File: src/rtl/mem_arbiter_if.sv
// Request/response and memory-port bundle for mem_arbiter.
//   slave  : arbiter view (takes requests and mem_data_o, drives ready/resp/memory port)
//   master : environment view (requesters plus the memory model)
// req_* fields are packed per channel: channel c at [c*W +: W].
interface mem_arbiter_if #(
  parameter int unsigned NUM_CH = 4,
  parameter int unsigned ADDR_W = 32,
  parameter int unsigned DATA_W = 32
);
  localparam int unsigned BE_W = DATA_W / 8;

  logic [NUM_CH-1:0]        req_valid;
  logic [NUM_CH-1:0]        req_ready;
  logic [NUM_CH*ADDR_W-1:0] req_addr;
  logic [NUM_CH*DATA_W-1:0] req_wdata;
  logic [NUM_CH*BE_W-1:0]   req_be;
  logic [NUM_CH-1:0]        req_we;
  logic [NUM_CH-1:0]        resp_valid;
  logic [DATA_W-1:0]        resp_rdata;
  logic [ADDR_W-1:0]        mem_addr;
  logic [DATA_W-1:0]        mem_data_i;
  logic [BE_W-1:0]          mem_data_en;
  logic                     mem_write_en;
  logic [DATA_W-1:0]        mem_data_o;

  modport slave (
    input  req_valid, req_addr, req_wdata, req_be, req_we, mem_data_o,
    output req_ready, resp_valid, resp_rdata,
           mem_addr, mem_data_i, mem_data_en, mem_write_en
  );

  modport master (
    output req_valid, req_addr, req_wdata, req_be, req_we, mem_data_o,
    input  req_ready, resp_valid, resp_rdata,
           mem_addr, mem_data_i, mem_data_en, mem_write_en
  );
endinterface

File: src/rtl/mem_arbiter.sv
// Round-robin N-channel arbiter in front of one port of the main memory.
// One transaction is in flight at a time: IDLE -> ISSUE -> WAIT -> RESP.
// Ports:
//   clk, rst_n : clock, asynchronous active-low reset
//   bus        : mem_arbiter_if.slave -- per-channel valid/ready requests,
//                one-hot resp_valid pulse with shared resp_rdata, and the
//                memory addr/data_i/data_en/write_en/data_o port.
// req_ready is combinational (granted in the same IDLE cycle); every other
// output is registered.
module mem_arbiter #(
  parameter int unsigned NUM_CH      = 4,
  parameter int unsigned ADDR_W      = 32,
  parameter int unsigned DATA_W      = 32,
  parameter int unsigned MEM_LATENCY = 1
) (
  input  logic          clk,
  input  logic          rst_n,
  mem_arbiter_if.slave  bus
);

  localparam int unsigned BE_W  = DATA_W / 8;
  localparam int unsigned CH_W  = (NUM_CH > 1) ? $clog2(NUM_CH) : 1;
  localparam int unsigned CNT_W = (MEM_LATENCY > 1) ? $clog2(MEM_LATENCY) : 1;

  typedef enum logic [1:0] {IDLE, ISSUE, WAIT, RESP} state_t;

  // Only what is needed after ISSUE; addr/wdata/be live in the memory-port registers.
  typedef struct packed {
    logic            we;
    logic [CH_W-1:0] ch;
  } req_t;

  state_t            state_q, state_d;
  logic [CH_W-1:0]   rr_ptr_q, rr_ptr_d;
  req_t              req_q, req_d;
  logic [CNT_W-1:0]  cnt_q, cnt_d;
  logic [NUM_CH-1:0] resp_valid_q, resp_valid_d;
  logic [DATA_W-1:0] resp_rdata_q, resp_rdata_d;
  logic [ADDR_W-1:0] mem_addr_q, mem_addr_d;
  logic [DATA_W-1:0] mem_data_i_q, mem_data_i_d;
  logic [BE_W-1:0]   mem_data_en_q, mem_data_en_d;
  logic              mem_write_en_q, mem_write_en_d;

  logic              gnt_found;
  logic [CH_W-1:0]   gnt_idx;
  logic [CH_W-1:0]   cand;

  // Round-robin search: first valid channel at or above rr_ptr, wrapping.
  always_comb begin
    gnt_found = 1'b0;
    gnt_idx   = '0;
    cand      = '0;
    for (int unsigned i = 0; i < NUM_CH; i++) begin
      cand = CH_W'((32'(rr_ptr_q) + i) % NUM_CH);
      if (!gnt_found && bus.req_valid[cand]) begin
        gnt_found = 1'b1;
        gnt_idx   = cand;
      end
    end
  end

  // Ready only in IDLE, so at most one channel sees it.
  always_comb begin
    bus.req_ready = '0;
    if (state_q == IDLE && gnt_found) begin
      bus.req_ready[gnt_idx] = 1'b1;
    end
  end

  // Next-state and next-output logic.
  always_comb begin
    state_d        = state_q;
    rr_ptr_d       = rr_ptr_q;
    req_d          = req_q;
    cnt_d          = cnt_q;
    resp_valid_d   = '0;
    resp_rdata_d   = resp_rdata_q;
    mem_addr_d     = '0;
    mem_data_i_d   = '0;
    mem_data_en_d  = '0;
    mem_write_en_d = 1'b0;

    case (state_q)
      IDLE: begin
        if (gnt_found) begin
          // Loading the port registers now makes them valid during ISSUE only.
          req_d.we       = bus.req_we[gnt_idx];
          req_d.ch       = gnt_idx;
          mem_addr_d     = bus.req_addr[gnt_idx*ADDR_W +: ADDR_W];
          mem_data_i_d   = bus.req_wdata[gnt_idx*DATA_W +: DATA_W];
          mem_data_en_d  = bus.req_be[gnt_idx*BE_W +: BE_W];
          mem_write_en_d = bus.req_we[gnt_idx];
          rr_ptr_d       = (32'(gnt_idx) == NUM_CH - 1) ? '0 : gnt_idx + CH_W'(1);
          state_d        = ISSUE;
        end
      end
      ISSUE: begin
        cnt_d   = CNT_W'(MEM_LATENCY - 1);
        state_d = WAIT;
      end
      WAIT: begin
        if (cnt_q == '0) begin
          resp_rdata_d            = req_q.we ? '0 : bus.mem_data_o;
          resp_valid_d[req_q.ch]  = 1'b1;
          state_d                 = RESP;
        end else begin
          cnt_d = cnt_q - CNT_W'(1);
        end
      end
      RESP: begin
        state_d = IDLE;
      end
      default: begin
        state_d = IDLE;
      end
    endcase
  end

  // State and output registers; reset abandons any transaction in flight.
  always_ff @(posedge clk or negedge rst_n) begin
    if (!rst_n) begin
      state_q        <= IDLE;
      rr_ptr_q       <= '0;
      req_q          <= '0;
      cnt_q          <= '0;
      resp_valid_q   <= '0;
      resp_rdata_q   <= '0;
      mem_addr_q     <= '0;
      mem_data_i_q   <= '0;
      mem_data_en_q  <= '0;
      mem_write_en_q <= 1'b0;
    end else begin
      state_q        <= state_d;
      rr_ptr_q       <= rr_ptr_d;
      req_q          <= req_d;
      cnt_q          <= cnt_d;
      resp_valid_q   <= resp_valid_d;
      resp_rdata_q   <= resp_rdata_d;
      mem_addr_q     <= mem_addr_d;
      mem_data_i_q   <= mem_data_i_d;
      mem_data_en_q  <= mem_data_en_d;
      mem_write_en_q <= mem_write_en_d;
    end
  end

  assign bus.resp_valid   = resp_valid_q;
  assign bus.resp_rdata   = resp_rdata_q;
  assign bus.mem_addr     = mem_addr_q;
  assign bus.mem_data_i   = mem_data_i_q;
  assign bus.mem_data_en  = mem_data_en_q;
  assign bus.mem_write_en = mem_write_en_q;

endmodule

File: src/flat_wrapper.sv
// flat-port wrapper written by rule: the top's interface ports become plain ports
module mem_arbiter_flat 
#(
  parameter int unsigned NUM_CH      = 4,
  parameter int unsigned ADDR_W      = 32,
  parameter int unsigned DATA_W      = 32,
  parameter int unsigned MEM_LATENCY = 1
)
  (clk, rst_n, bus_req_valid, bus_req_addr, bus_req_wdata, bus_req_be, bus_req_we, bus_mem_data_o, bus_req_ready, bus_resp_valid, bus_resp_rdata, bus_mem_addr, bus_mem_data_i, bus_mem_data_en, bus_mem_write_en);
  mem_arbiter_if #(.NUM_CH(NUM_CH), .ADDR_W(ADDR_W), .DATA_W(DATA_W)) bus_i ();
  input  logic clk;
  input  logic rst_n;
  input wire logic [$bits(bus_i.req_valid)-1:0] bus_req_valid;
  input wire logic [$bits(bus_i.req_addr)-1:0] bus_req_addr;
  input wire logic [$bits(bus_i.req_wdata)-1:0] bus_req_wdata;
  input wire logic [$bits(bus_i.req_be)-1:0] bus_req_be;
  input wire logic [$bits(bus_i.req_we)-1:0] bus_req_we;
  input wire logic [$bits(bus_i.mem_data_o)-1:0] bus_mem_data_o;
  output wire logic [$bits(bus_i.req_ready)-1:0] bus_req_ready;
  output wire logic [$bits(bus_i.resp_valid)-1:0] bus_resp_valid;
  output wire logic [$bits(bus_i.resp_rdata)-1:0] bus_resp_rdata;
  output wire logic [$bits(bus_i.mem_addr)-1:0] bus_mem_addr;
  output wire logic [$bits(bus_i.mem_data_i)-1:0] bus_mem_data_i;
  output wire logic [$bits(bus_i.mem_data_en)-1:0] bus_mem_data_en;
  output wire logic [$bits(bus_i.mem_write_en)-1:0] bus_mem_write_en;
  assign bus_i.req_valid = bus_req_valid;
  assign bus_i.req_addr = bus_req_addr;
  assign bus_i.req_wdata = bus_req_wdata;
  assign bus_i.req_be = bus_req_be;
  assign bus_i.req_we = bus_req_we;
  assign bus_i.mem_data_o = bus_mem_data_o;
  assign bus_req_ready = bus_i.req_ready;
  assign bus_resp_valid = bus_i.resp_valid;
  assign bus_resp_rdata = bus_i.resp_rdata;
  assign bus_mem_addr = bus_i.mem_addr;
  assign bus_mem_data_i = bus_i.mem_data_i;
  assign bus_mem_data_en = bus_i.mem_data_en;
  assign bus_mem_write_en = bus_i.mem_write_en;
  mem_arbiter #(.NUM_CH(NUM_CH), .ADDR_W(ADDR_W), .DATA_W(DATA_W), .MEM_LATENCY(MEM_LATENCY)) u_core (.clk(clk), .rst_n(rst_n), .bus(bus_i));
endmodule
File: config.mk
export PLATFORM = sky130hd
export DESIGN_NAME = mem_arbiter_flat
export DESIGN_NICKNAME = d
export VERILOG_FILES = /design/src/rtl/mem_arbiter_if.sv /design/src/rtl/mem_arbiter.sv /design/src/flat_wrapper.sv
export SDC_FILE = /design/constraint.sdc
export NUM_CORES = 1
export LEC_CHECK = 0
export BUFFER_PORTS_ARGS = -buffer_cell sky130_fd_sc_hd__buf_2
export CORE_AREA = 2 2 165 167
export CTS_CLUSTER_DIAMETER = 100
export DETAILED_ROUTE_END_ITERATION = 6
export DIE_AREA = 0 0 167 169
export MAX_ROUTING_LAYER = met4
export PLACE_DENSITY = 0.48
export SYNTH_ARGS = -nofsm -noshare
export SYNTH_HDL_FRONTEND = slang
export SYNTH_SLANG_ARGS = --single-unit
File: constraint.sdc
create_clock -name clk -period 5.2 [get_ports clk]
set_input_delay 0.78 -clock clk [delete_from_list [all_inputs] [get_ports clk]]
set_output_delay 0.78 -clock clk [all_outputs]
set_load 0.02 [all_outputs]
=== After elaboration in Yosys (flattened, before gate mapping) ===
Cells that the tools add are included.

* Equality and inequality tests: 6
* Reduce and logical (&&, ||, !) cells: 14
* Bitwise operators: 1
* Shifts and indexed selects: 3
* Magnitude comparators: 8
* Add/sub/neg operators: 5
* Multiplexer cells: 40

{| class="wikitable"
|+ Operators with widths
! cell !! count
|-
| 128-bit by 8-bit variable part select with 32-bit output || 2
|-
| 32-bit two-way mux || 5
|-
| 4-bit two-way mux || 5
|-
| 2-bit by 3-bit < comparator with 1-bit output, second input constant || 6
|-
| 16-bit by 5-bit variable part select with 4-bit output || 1
|-
| 1-bit two-way mux || 14
|-
| 2-bit two-way mux || 7
|-
| 1-bit binary-select mux with 2-bit select || 5
|-
| 2-bit case mux with 4 select lines || 1
|-
| 2-bit == test, second input constant || 3
|-
| 1-bit logical AND || 6
|-
| 2-bit AND reduction || 3
|-
| 2-bit by 1-bit adder with 2-bit output, second input constant || 2
|-
| 2-bit adder, second input constant || 2
|-
| 1-bit demux with 2-bit select || 2
|-
| 2-bit by 1-bit greater-or-equal comparator with 1-bit output, second input constant || 2
|-
| 1-bit zero test || 3
|-
| 2-bit by 1-bit == test with 1-bit output, second input constant || 1
|-
| 2-bit zero test || 1
|-
| 2-bit by 1-bit inequality test with 1-bit output, second input constant || 1
|-
| 2-bit inequality test, second input constant || 1
|-
| 1-bit case mux with 2 select lines || 1
|-
| 2-bit nonzero test || 1
|-
| 1-bit inverter || 1
|-
| 1-bit subtractor, second input constant || 1
|}

* Logic and storage cells: 88
* Flip-flop bits (word level): 113

=== Longest topological paths before layout ===
Gate-level depths: netlist (run 1).

* Depth after elaboration: 17
* Gate-level depth with buffers: 8
* Depth with buffers taken out: 7

=== Least setup slack after synthesis (run 1) ===
No wires, ideal clock.

* Path kind: input port to output port
* Start: input bus_req_valid[3]
* End: output bus_req_ready[3]
* Slack: 2463 ps
* Buffers on the path: 1
* Data required time: 4420 ps
* Arrival time: 1957 ps
* Stages on the path: 6
* Cell sequence: a21boi_2 -> o221ai_4 -> buf_6 -> inv_1 -> ha_1 -> and3_1

* Cells in the longest elaborated chain, start to end: 17
* Elaborated cells between the ends (all ways): 29
* Classes of those cells: order compare (2); mux (19); reduce/logical (8)

{| class="wikitable"
|+ RTL lines
! what !! RTL line !! source
|-
| from (decl) || flat_wrapper.sv:13 || <nowiki>input wire logic [$bits(bus_i.req_valid)-1:0] bus_req_valid;</nowiki>
|-
| 1-bit binary-select mux with 2-bit select || mem_arbiter.sv:55 || <nowiki>if (!gnt_found && bus.req_valid[cand]) begin</nowiki>
|-
| 1-bit two-way mux (implied by the code) || mem_arbiter.sv:55 ||
|-
| 1-bit two-way mux || mem_arbiter.sv:55 ||
|-
| 1-bit zero test || mem_arbiter.sv:55 ||
|-
| 1-bit logical AND || mem_arbiter.sv:55 ||
|-
| 1-bit two-way mux || mem_arbiter.sv:55 ||
|-
| 1-bit zero test || mem_arbiter.sv:55 ||
|-
| 1-bit logical AND || mem_arbiter.sv:55 ||
|-
| (+2 left out) || - ||
|-
| 1-bit logical AND || mem_arbiter.sv:55 ||
|-
| 2-bit two-way mux * || mem_arbiter.sv:55 ||
|-
| named net u_core.gnt_idx[0] || mem_arbiter.sv:45 || <nowiki>logic [CH_W-1:0] gnt_idx;</nowiki>
|-
| 2-bit by 3-bit < comparator with 1-bit output (implied by the code) / 2-bit by 1-bit greater-or-equal comparator with 1-bit output (equally long branches) || mem_arbiter.sv:66 || <nowiki>bus.req_ready[gnt_idx] = 1'b1;</nowiki>
|-
| 1-bit logical AND (implied by the code) || mem_arbiter.sv:66 ||
|-
| 1-bit two-way mux (implied by the code) || mem_arbiter.sv:66 ||
|-
| 1-bit demux with 2-bit select * || - ||
|-
| 4-bit two-way mux * || mem_arbiter.sv:65 || <nowiki>if (state_q == IDLE && gnt_found) begin</nowiki>
|-
| to (decl) || flat_wrapper.sv:19 || <nowiki>output wire logic [$bits(bus_i.req_ready)-1:0] bus_req_ready;</nowiki>
|}

Mark *: on every way through the listed nets, which the timed path passes. The rest lies on a longest branch. The select of a mux whose other input is x is not followed.

=== Final worst setup path (run 1) ===
* Start: input bus_req_valid[2]
* End: output bus_req_ready[1]

* Cells in the longest elaborated chain, start to end: 17
* Elaborated cells between the ends (all ways): 29
* Classes of those cells: order compare (2); mux (19); reduce/logical (8)

{| class="wikitable"
|+ RTL lines
! what !! RTL line
|-
| 1-bit binary-select mux with 2-bit select || mem_arbiter.sv:55
|-
| 1-bit two-way mux (implied by the code) || mem_arbiter.sv:55
|-
| 1-bit two-way mux || mem_arbiter.sv:55
|-
| 1-bit zero test || mem_arbiter.sv:55
|-
| 1-bit logical AND || mem_arbiter.sv:55
|-
| 1-bit two-way mux || mem_arbiter.sv:55
|-
| 1-bit zero test || mem_arbiter.sv:55
|-
| 1-bit logical AND || mem_arbiter.sv:55
|-
| 1-bit two-way mux || mem_arbiter.sv:55
|-
| 1-bit zero test || mem_arbiter.sv:55
|-
| 1-bit logical AND || mem_arbiter.sv:55
|-
| 2-bit two-way mux || mem_arbiter.sv:55
|-
| 2-bit by 3-bit < comparator with 1-bit output (implied by the code) / 2-bit by 1-bit greater-or-equal comparator with 1-bit output (equally long branches) || mem_arbiter.sv:66
|-
| 1-bit logical AND (implied by the code) || mem_arbiter.sv:66
|-
| 1-bit two-way mux (implied by the code) || mem_arbiter.sv:66
|-
| 1-bit demux with 2-bit select || -
|-
| 4-bit two-way mux * || mem_arbiter.sv:65
|}

Every way passes the cells marked *; elsewhere a longest branch is shown, timed or not. The select of a mux whose other input is x is not followed.

==> out/results.ini, run 1 <==
[clock_tree]
cts_htree_levels=3
cts-root-buf=clkbuf_16
cts_setup_buffers=0
tritoncts=done
clkSinkCount=112
clkTransAtPathRegs_ns=0.09
cts-hold-fix-buffers=0
cts_inserted_buffers=9
clockBufferDepth=2
clkLatencyLatePin_ns=0.36
cts_resized=0

[layout]
multi_input_area_sq_um=2610
fin_util=0.320
layout_common_cells=buf_2 (421), dfrtp_1 (112), mux4_2 (69), and2_1 (69), nand2_1 (40)
area_growth_pct=48.7
nFillCells=2770
ff_latch_area_sq_um=2800
mostFrequentLayoutCell=buf_2
drive_gt1_frac=0.622
fin_nets=1157

[die]
fp.coreArea_sq_um=26500
io_pins=423
dieArea_sq_um=28200
die_h_microns=169
start_util=0.215
fp.dieW_microns=167
num_rows=60

[sta]
min_period_over_period=0.598
rsz0062_at_grt=false
tightest_slew_ns=0.974
post-route-min-period_ns=3.11
finClkSkew_ns=0.0167
slew_viol_final=0
setup_viol=0
finalHoldViolations=0
fmax_ghz=0.322
max_slew_margin=0.344
tns_ns=0

[global_route]
grt_first_pass_wirelength_microns=29900
grt_max_degree=62
overflow=0
grt_pass1_vias=5085
gr-usage-all-layers=0.142
antenna_found_initial=1

[worst_setup_path]
arrival_ns=2.33
crit_chain=buf_2 -> nor2_1 -> a21oi_1 -> and4_4 -> inv_1 -> ha_1 -> and3_1 -> buf_2
rr_worst_depth=6
cp_slowest_cell=and4_4
worstPathMaxFanout=32
critical_path_class=in -> out
path_delay_family=simple AND/OR/NAND/NOR gates
r2r_slack_ns=2.55
r2r_end=u_core.req_q[2]
critPathCaptureType=output port
critPathBufInv=3
crit_path_start=bus_req_valid[2]
start_kind=input port
cp_common_cell=buf_2
crit_required_ns=4.42
critPathMaxStageDelay_ns=0.56
reg2reg_from=u_core.rr_ptr_q[1]

[logic_synthesis]
yosysUniqueCellTypes=25
synth_area_sq_um=5710
synth.net_count=746
syn_inst=426
synth_seq_area_share=0.491
yosys_warnings=0
synth_area_per_cell_sq_um=13.4
ys_ff_latch=112

[route]
vias=4939
wl_per_cell_microns=16.9
vias_per_cell=4.17
first_iter_violations=254
dr.pass1.iters=4
drc=0
postRouteAntennaNets=0
wl_microns=20000

[run]
max_cap_violations=0

[pwr]
p_leak_nw=4.43
max-vdd-ir-drop_mv=0.206
power_per_cell_area_nw_per_um2=494

[hold_path]
hp-class=in -> async

[placed_design]
numPortBuffers=422
place.gp.congestion=0.804
hpwl_microns=16100

[run_status]
status=complete, no violations

sequential cells by signal, indices dropped and copies added, names as in the netlist:
register and cells:
u_core.bus.resp_rdata 32, u_core.req_q 3, u_core.bus.mem_addr 32, u_core.state_q 2, u_core.bus.mem_write_en 1, u_core.bus.mem_data_i 32, u_core.rr_ptr_q 2, u_core.bus.mem_data_en 4
u_core.bus.resp_valid 4
stage by stage:
| stage | hold slack (ns) | setup WS (ns) | instance area, sq um | instances | total power [W] |
|---|---|---|---|---|---|
| floorplan | 0.441 | 2.46 | 5710 | 426 | 0.00279 |
| global placement | 0.486 | 2.09 | 8160 | 1167 | 0.00351 |
| detailed placement | 0.480 | 2.09 | 8160 | 1167 | 0.00351 |
| CTS | 0.490 | 2.09 | 8490 | 1183 | 0.00430 |
| global route | 0.527 | 1.92 | 8490 | 1184 | 0.00451 |
| finish | 0.487 | 2.09 | 8490 | 1184 | 0.00420 |
power by group:
| group | switching (W) | internal, W |
|---|---|---|
| logic | 0.00120 | 0.000918 |
| clock network | 0.000367 | 0.000391 |
| registers | 0.000130 | 0.00120 |
cell usage after synthesis:
| library cell | number | share of area |
|---|---|---|
| a21boi_2 | 1 | 0.0020 |
| a21oi_1 | 2 | 0.0018 |
| a31oi_1 | 1 | 0.0011 |
| and2_1 | 69 | 0.076 |
| and3_1 | 5 | 0.0055 |
| and3b_1 | 1 | 0.0015 |
| and4_1 | 1 | 0.0015 |
| buf_2 | 8 | 0.0070 |
| buf_6 | 7 | 0.014 |
| clkbuf_1 | 15 | 0.0099 |
| dfrtp_1 | 112 | 0.49 |
| ha_1 | 6 | 0.013 |
| inv_1 | 37 | 0.024 |
| mux2_2 | 3 | 0.0059 |
| mux4_2 | 69 | 0.27 |
| nand2_1 | 40 | 0.026 |
| nand3_1 | 1 | 0.00088 |
| nor2_1 | 6 | 0.0039 |
| nor2b_1 | 4 | 0.0044 |
| nor3b_1 | 1 | 0.0013 |
| nor4_1 | 1 | 0.0011 |
| o21ai_0 | 33 | 0.029 |
| o21ai_2 | 1 | 0.0015 |
| o221ai_4 | 1 | 0.0046 |
| o22ai_1 | 1 | 0.0011 |
worst max path at each step:
| stage | to | slack (ns) | cells past startpoint |
|---|---|---|---|
| after global placement | bus_req_ready[3] | 2.09 | 7 |
| after CTS | bus_req_ready[3] | 2.09 | 7 |
| after detailed placement | bus_req_ready[0] | 2.09 | 8 |
| final | bus_req_ready[1] | 2.09 | 8 |
| after global routing | bus_req_ready[0] | 1.92 | 7 |
| after floorplan | bus_req_ready[3] | 2.46 | 6 |
kinds of logic after synthesis:
kind of cell    after synthesis  share of synthesized area
simple gates                129                      0.122
flops                       112                      0.491
mux                          72                      0.278
buf+inv                      67                     0.0550
compound gates               40                     0.0410
fa+ha+maj                     6                     0.0131
final cells by class:
type                    count  area share
clock buffers               9      0.0265
well taps                 341      0.0503
inverters                  37      0.0164
diodes                      1    0.000295
flip-flops and latches    112       0.330
repair buffers            430       0.258
multi-input cells         247       0.307
clock inverters             7      0.0118
routing by layer:
| layer | routed length (microns) | vias to the layer above | GRT usage |
|---|---|---|---|
| li1 | - | 2318 | - |
| met1 | 8260 | 2405 | 0.174 |
| met2 | 10400 | 204 | 0.240 |
| met3 | 1140 | 12 | 0.0316 |
| met4 | 247 | 0 | 0.0330 |
| met5 | 0 | - | - |
(Power assumes the default switching activity.)
==> run 2: changes to the inputs <==
- clock period: 5.2 -> 2.88 ns (I/O delays scaled with it)
==> out/results.ini, run 2 (synthesis gave the netlist of run 1 again) <==
[route]
postRouteAntennaNets=0  ; unchanged
vias=4980  ; was 4939
vias_per_cell=4.18  ; was 4.17
drc=0  ; unchanged
wl_microns=20800  ; was 20000 microns
dr.pass1.iters=4  ; unchanged
wl_per_cell_microns=17.5  ; was 16.9 microns
first_iter_violations=225  ; was 254

[layout]
area_growth_pct=50.1  ; was 48.7%
drive_gt1_frac=0.625  ; was 0.622
mostFrequentLayoutCell=buf_2  ; unchanged
fin_nets=1163  ; was 1157
final_cell_area_sq_um=8570  ; was 8490 sq um
layout_common_cells=buf_2 (421), dfrtp_1 (112), mux4_2 (69), and2_1 (69), nand2_1 (40)  ; unchanged
fin_cells=1190  ; was 1184
fin_util=0.324  ; was 0.320

[worst_setup_path]
start_kind=flop  ; was input port
crit_required_ns=2.45  ; was 4.42 ns
r2r_end=u_core.bus.mem_data_en[1]  ; was u_core.req_q[2]
worstPathMaxFanout=27  ; was 32
r2r_slack_ns=0.65  ; was 2.55 ns
rr_worst_depth=7  ; was 6
arrival_ns=2.11  ; was 2.33 ns
reg2reg_from=u_core.rr_ptr_q[0]  ; was u_core.rr_ptr_q[1]
critical_path_class=reg -> out  ; was in -> out
critPathCaptureType=output port  ; unchanged

[global_route]
grt_max_degree=61  ; was 62
gr-usage-all-layers=0.149  ; was 0.142
grt_pass1_vias=5491  ; was 5085
antenna_found_initial=1  ; unchanged
grt_first_pass_wirelength_microns=31300  ; was 29900 microns
overflow=0  ; unchanged

[placed_design]
dp_cells=1173  ; was 1167
place.gp.congestion=0.825  ; was 0.804
hpwl_microns=16600  ; was 16100 microns
numPortBuffers=422  ; unchanged
dpl-instance-area_sq_um=8260  ; was 8160 sq um

[run]
max_cap_violations=0  ; unchanged

[sta]
post-route-min-period_ns=2.54
slew_viol_final=0  ; unchanged
finClkSkew_ns=0.0156  ; was 0.0167 ns
fmax_ghz=0.394
min_period_over_period=0.881
max_slew_margin=0.488  ; was 0.344
tightest_slew_ns=0.766  ; was 0.974 ns
setup_viol=0  ; unchanged
finalHoldViolations=0  ; unchanged
tns_ns=0  ; unchanged
rsz0062_at_grt=false  ; unchanged

[run_status]
status=complete, no violations  ; unchanged

[pwr]
max-vdd-ir-drop_mv=0.313  ; was 0.206 mV
power_per_cell_area_nw_per_um2=896  ; was 494 nW/um^2
p_leak_nw=4.47  ; was 4.43 nW
power_w=0.00769  ; was 0.00420 W

[clock_tree]
clkTransAtPathRegs_ns=0.10  ; was 0.09 ns
cts-root-buf=clkbuf_16  ; unchanged
tritoncts=done  ; unchanged
cts_resized=0  ; unchanged
clkLatencyLatePin_ns=0.37  ; was 0.36 ns
cts-hold-fix-buffers=0  ; unchanged
cts_htree_levels=3  ; unchanged
cts_setup_buffers=0  ; unchanged
clkSinkCount=112  ; unchanged
cts_inserted_buffers=9  ; unchanged
clockBufferDepth=2  ; unchanged

[die]
num_rows=60  ; unchanged
fp.dieW_microns=167  ; unchanged
die_h_microns=169  ; unchanged
io_pins=423  ; unchanged
dieArea_sq_um=28200  ; unchanged
fp.coreArea_sq_um=26500  ; unchanged
start_util=0.215  ; unchanged

[hold_path]
hp-class=in -> async  ; unchanged

[run 2: changes by cell type in the layout (fill, tap and decap cells not counted), sizes merged]
cell | before | now
inv | 40 | 41
bufinv | 1 | 0
buf | 430 | 436
[run 2: how the worst max path moves through the flow]
| stage | to | start | slack [ns] | cells past startpoint |
|---|---|---|---|---|
| finish | bus_req_ready[3] | u_core.rr_ptr_q[0] | 0.34 | 8 |
| global route | bus_req_ready[3] | u_core.rr_ptr_q[0] | 0.19 | 8 |
| CTS | bus_req_ready[3] | u_core.rr_ptr_q[0] | 0.29 | 8 |
| detailed placement | u_core.bus.mem_data_en[1] | bus_req_valid[3] | 0.52 | 7 |
| global placement | u_core.bus.mem_data_en[1] | bus_req_valid[3] | 0.55 | 7 |
| floorplan | bus_req_ready[0] | u_core.rr_ptr_q[0] | 0.83 | 8 |
[run 2: final cells by class]
class,instances,area [sq um]
flip-flops and latches,112,2800
fillers,2770,17900
multi-input cells,247,2610
well taps,341,427
clock buffers,9,225
diodes,1,2.50
inverters,37,139
clock inverters,7,88.8
repair buffers,436,2280
[run 2: stage by stage]
step	hold WS [ns]	setup slack (ns)
final	0.0332	0.342
after global routing	0.0521	0.192
after CTS	0.0400	0.290
after detailed placement	0.451	0.523
after global placement	0.456	0.555
after floorplan	0.136	0.832
[run 2: critical path, cell delays in order (launching register included)]
cell	delay, ns
dfrtp_1	0.47
nor2_1	0.21
o21ai_2	0.09
o221ai_4	0.07
buf_12	0.27
inv_1	0.13
ha_1	0.19
and3_1	0.16
buf_2	0.16
[run 2: where the power goes]
part | internal, W | switching (W) | total [W]
Combinational | 0.00175 | 0.00220 | 0.00394
Clock | 0.000631 | 0.000709 | 0.00134
Sequential | 0.00216 | 0.000241 | 0.00240
Total | 0.00454 | 0.00315 | 0.00769
[run 2: layer usage]
metal  track usage  vias to the layer above  routed length (microns)  share of wire
li1              -                     2325                        -              -
met1         0.183                     2421                     8610           0.41
met2         0.248                      215                    10600           0.51
met3        0.0334                       19                     1300          0.062
met4        0.0390                        0                      346          0.017
met5             -                        -                        0              0
==> run 3: changes to the inputs <==
- CELL_PAD_IN_SITES_DETAIL_PLACEMENT: not set -> 1
- CELL_PAD_IN_SITES_GLOBAL_PLACEMENT: not set -> 2
- CORE_AREA: 2 2 165 167 -> 2 2 166 168
- DIE_AREA: 0 0 167 169 -> 0 0 168 170
- GPL_TIMING_DRIVEN: not set -> 0
- PLACE_DENSITY: 0.48 -> 0.75
==> out/results.ini, run 3 (synthesis gave the netlist of run 1 again) <==
[run_status]
status=complete, no violations  ; unchanged

[sta]
tns_ns=0  ; unchanged
min_period_over_period=0.928  ; was 0.881
finalHoldViolations=0  ; unchanged
tightest_slew_ns=0.680  ; was 0.766 ns
max_slew_margin=0.547  ; was 0.488
slew_viol_final=0  ; unchanged
finClkSkew_ns=0.00723  ; was 0.0156 ns
rsz0062_at_grt=false  ; unchanged
post-route-min-period_ns=2.67  ; was 2.54 ns
fmax_ghz=0.374  ; was 0.394 GHz
setup_viol=0  ; unchanged

[clock_tree]
clkLatencyLatePin_ns=0.35  ; was 0.37 ns
tritoncts=done  ; unchanged
clkSinkCount=112  ; unchanged
clkTransAtPathRegs_ns=0.09  ; was 0.10 ns
clockBufferDepth=2  ; unchanged
cts_inserted_buffers=9  ; unchanged
cts-root-buf=clkbuf_16  ; unchanged
cts_htree_levels=3  ; unchanged

[placed_design]
dp_cells=1190  ; was 1173
hpwl_microns=19900  ; was 16600 microns
numPortBuffers=422  ; unchanged
place.gp.congestion=0.813  ; was 0.825

[die]
fp.dieW_microns=168  ; was 167 microns
dieArea_sq_um=28600  ; was 28200 sq um
start_util=0.214  ; was 0.215
die_h_microns=170  ; was 169 microns
num_rows=60  ; unchanged
io_pins=423  ; unchanged
fp.coreArea_sq_um=26700  ; was 26500 sq um

[worst_setup_path]
r2r_end=u_core.bus.mem_addr[21]  ; was u_core.bus.mem_data_en[1]
r2r_slack_ns=0.53  ; was 0.65 ns
worstPathMaxFanout=11  ; was 27
arrival_ns=2.24  ; was 2.11 ns
critical_path_class=reg -> out  ; unchanged
reg2reg_from=u_core.state_q[0]  ; was u_core.rr_ptr_q[0]
critPathCaptureType=output port  ; unchanged
crit_required_ns=2.45  ; about the same
start_kind=flop  ; unchanged
rr_worst_depth=6  ; was 7

[hold_path]
hp-class=in -> async  ; unchanged

[pwr]
max-vdd-ir-drop_mv=0.302  ; was 0.313 mV
power_per_cell_area_nw_per_um2=906  ; was 896 nW/um^2
p_leak_nw=4.48  ; was 4.47 nW

[global_route]
grt_max_degree=58  ; was 61
grt_first_pass_wirelength_microns=34500  ; was 31300 microns
grt_pass1_vias=5723  ; was 5491
gr-usage-all-layers=0.167  ; was 0.149
antenna_found_initial=4  ; was 1
overflow=0  ; unchanged

[route]
vias_per_cell=4.31  ; was 4.18
first_iter_violations=187  ; was 225
wl_per_cell_microns=19.5  ; was 17.5 microns
vias=5214  ; was 4980
wl_microns=23600  ; was 20800 microns
drc=0  ; unchanged
dr.pass1.iters=4  ; unchanged
postRouteAntennaNets=0  ; unchanged

[layout]
area_growth_pct=50.9  ; was 50.1%
fin_nets=1181  ; was 1163
mostFrequentLayoutCell=buf_2  ; unchanged
fin_util=0.323  ; was 0.324
nFillCells=3129  ; was 2770
layout_common_cells=buf_2 (427), dfrtp_1 (111), mux4_2 (69), and2_1 (69), nand2_1 (40)  ; was buf_2 (421), dfrtp_1 (112), mux4_2 (69), and2_1 (69), nand2_1 (40)
drive_gt1_frac=0.613  ; was 0.625
fin_cells=1210  ; was 1190

[run]
max_cap_violations=0  ; unchanged

-- run 3: power breakdown --
| part | total (W) | leakage, nW | switching, W | internal (W) |
|---|---|---|---|---|
| logic | 0.00409 | 2.86 | 0.00234 | 0.00175 |
| registers | 0.00240 | 1.48 | 0.000235 | 0.00216 |
| clock network | 0.00132 | 0.147 | 0.000691 | 0.000629 |
| total | 0.00780 | 4.48 | 0.00327 | 0.00454 |
-- run 3: how the worst max path moves through the flow --
| stage | start | endpoint | slack (ns) | cells past startpoint |
|---|---|---|---|---|
| global route | u_core.rr_ptr_q[0] | bus_req_ready[1] | 0.04 | 9 |
| detailed placement | bus_req_valid[3] | bus_req_ready[0] | 0.20 | 10 |
| CTS | u_core.rr_ptr_q[1] | bus_req_ready[0] | 0.09 | 9 |
| finish | u_core.rr_ptr_q[0] | bus_req_ready[0] | 0.21 | 9 |
| global placement | rst_n | u_core.bus.mem_addr[25] | -0.17 | 1 |
| floorplan | u_core.rr_ptr_q[0] | bus_req_ready[0] | 0.83 | 8 |
-- run 3: stage by stage --
stage / worst slack [ns] / instance area, sq um / hold WS, ns / total power (W)
finish: 0.207 / 8610 / 0.0206 / 0.00780
global route: 0.0447 / 8610 / 0.0497 / 0.00841
CTS: 0.0935 / 8610 / 0.0367 / 0.00799
detailed placement: 0.205 / 8280 / 0.448 / 0.00661
global placement: -0.170 / 8250 / 0.494 / 0.00655
floorplan: 0.832 / 5710 / 0.136 / 0.00504
-- run 3: cell type report --
type                       instances  area, sq um  share of cell area
antenna                            3         7.51            0.000871
buffer                            30          180              0.0209
clock buffer                       9          225              0.0261
clock inverter                     7         85.1             0.00988
inverter                          37          139              0.0161
multi-input combinational        247         2590               0.301
sequential                       112         2800               0.325
tap                              341          427              0.0495
timing repair buffer             424         2150               0.250
-- run 3: per-layer routing --
metal	up-vias	wire, microns	track usage	part of all wire
li1	2363	-	-	-
met1	2625	9510	0.202	0.40
met2	213	12400	0.285	0.53
met3	13	1430	0.0381	0.061
met4	0	232	0.0378	0.0099
met5	-	0	-	0
-- run 3: repair_timing --
item / 4_1_cts / 5_1_grt
setup endpoints to repair: 3 / 1
hold buffers: 0 / 0
setup buffers: 1 / 0
cloned: 0 / 0
resized for setup: 2 / 1
pin swaps: 1 / 0
-- run 3: critical path, stage by stage, from the launching register on --
cell and delay, ns:
dfrtp_1 0.45, nor2b_1 0.17, nand3_1 0.07, and4_1 0.16, buf_4 0.20, buf_4 0.23
inv_1 0.08, ha_1 0.19, and3_1 0.16, buf_2 0.16
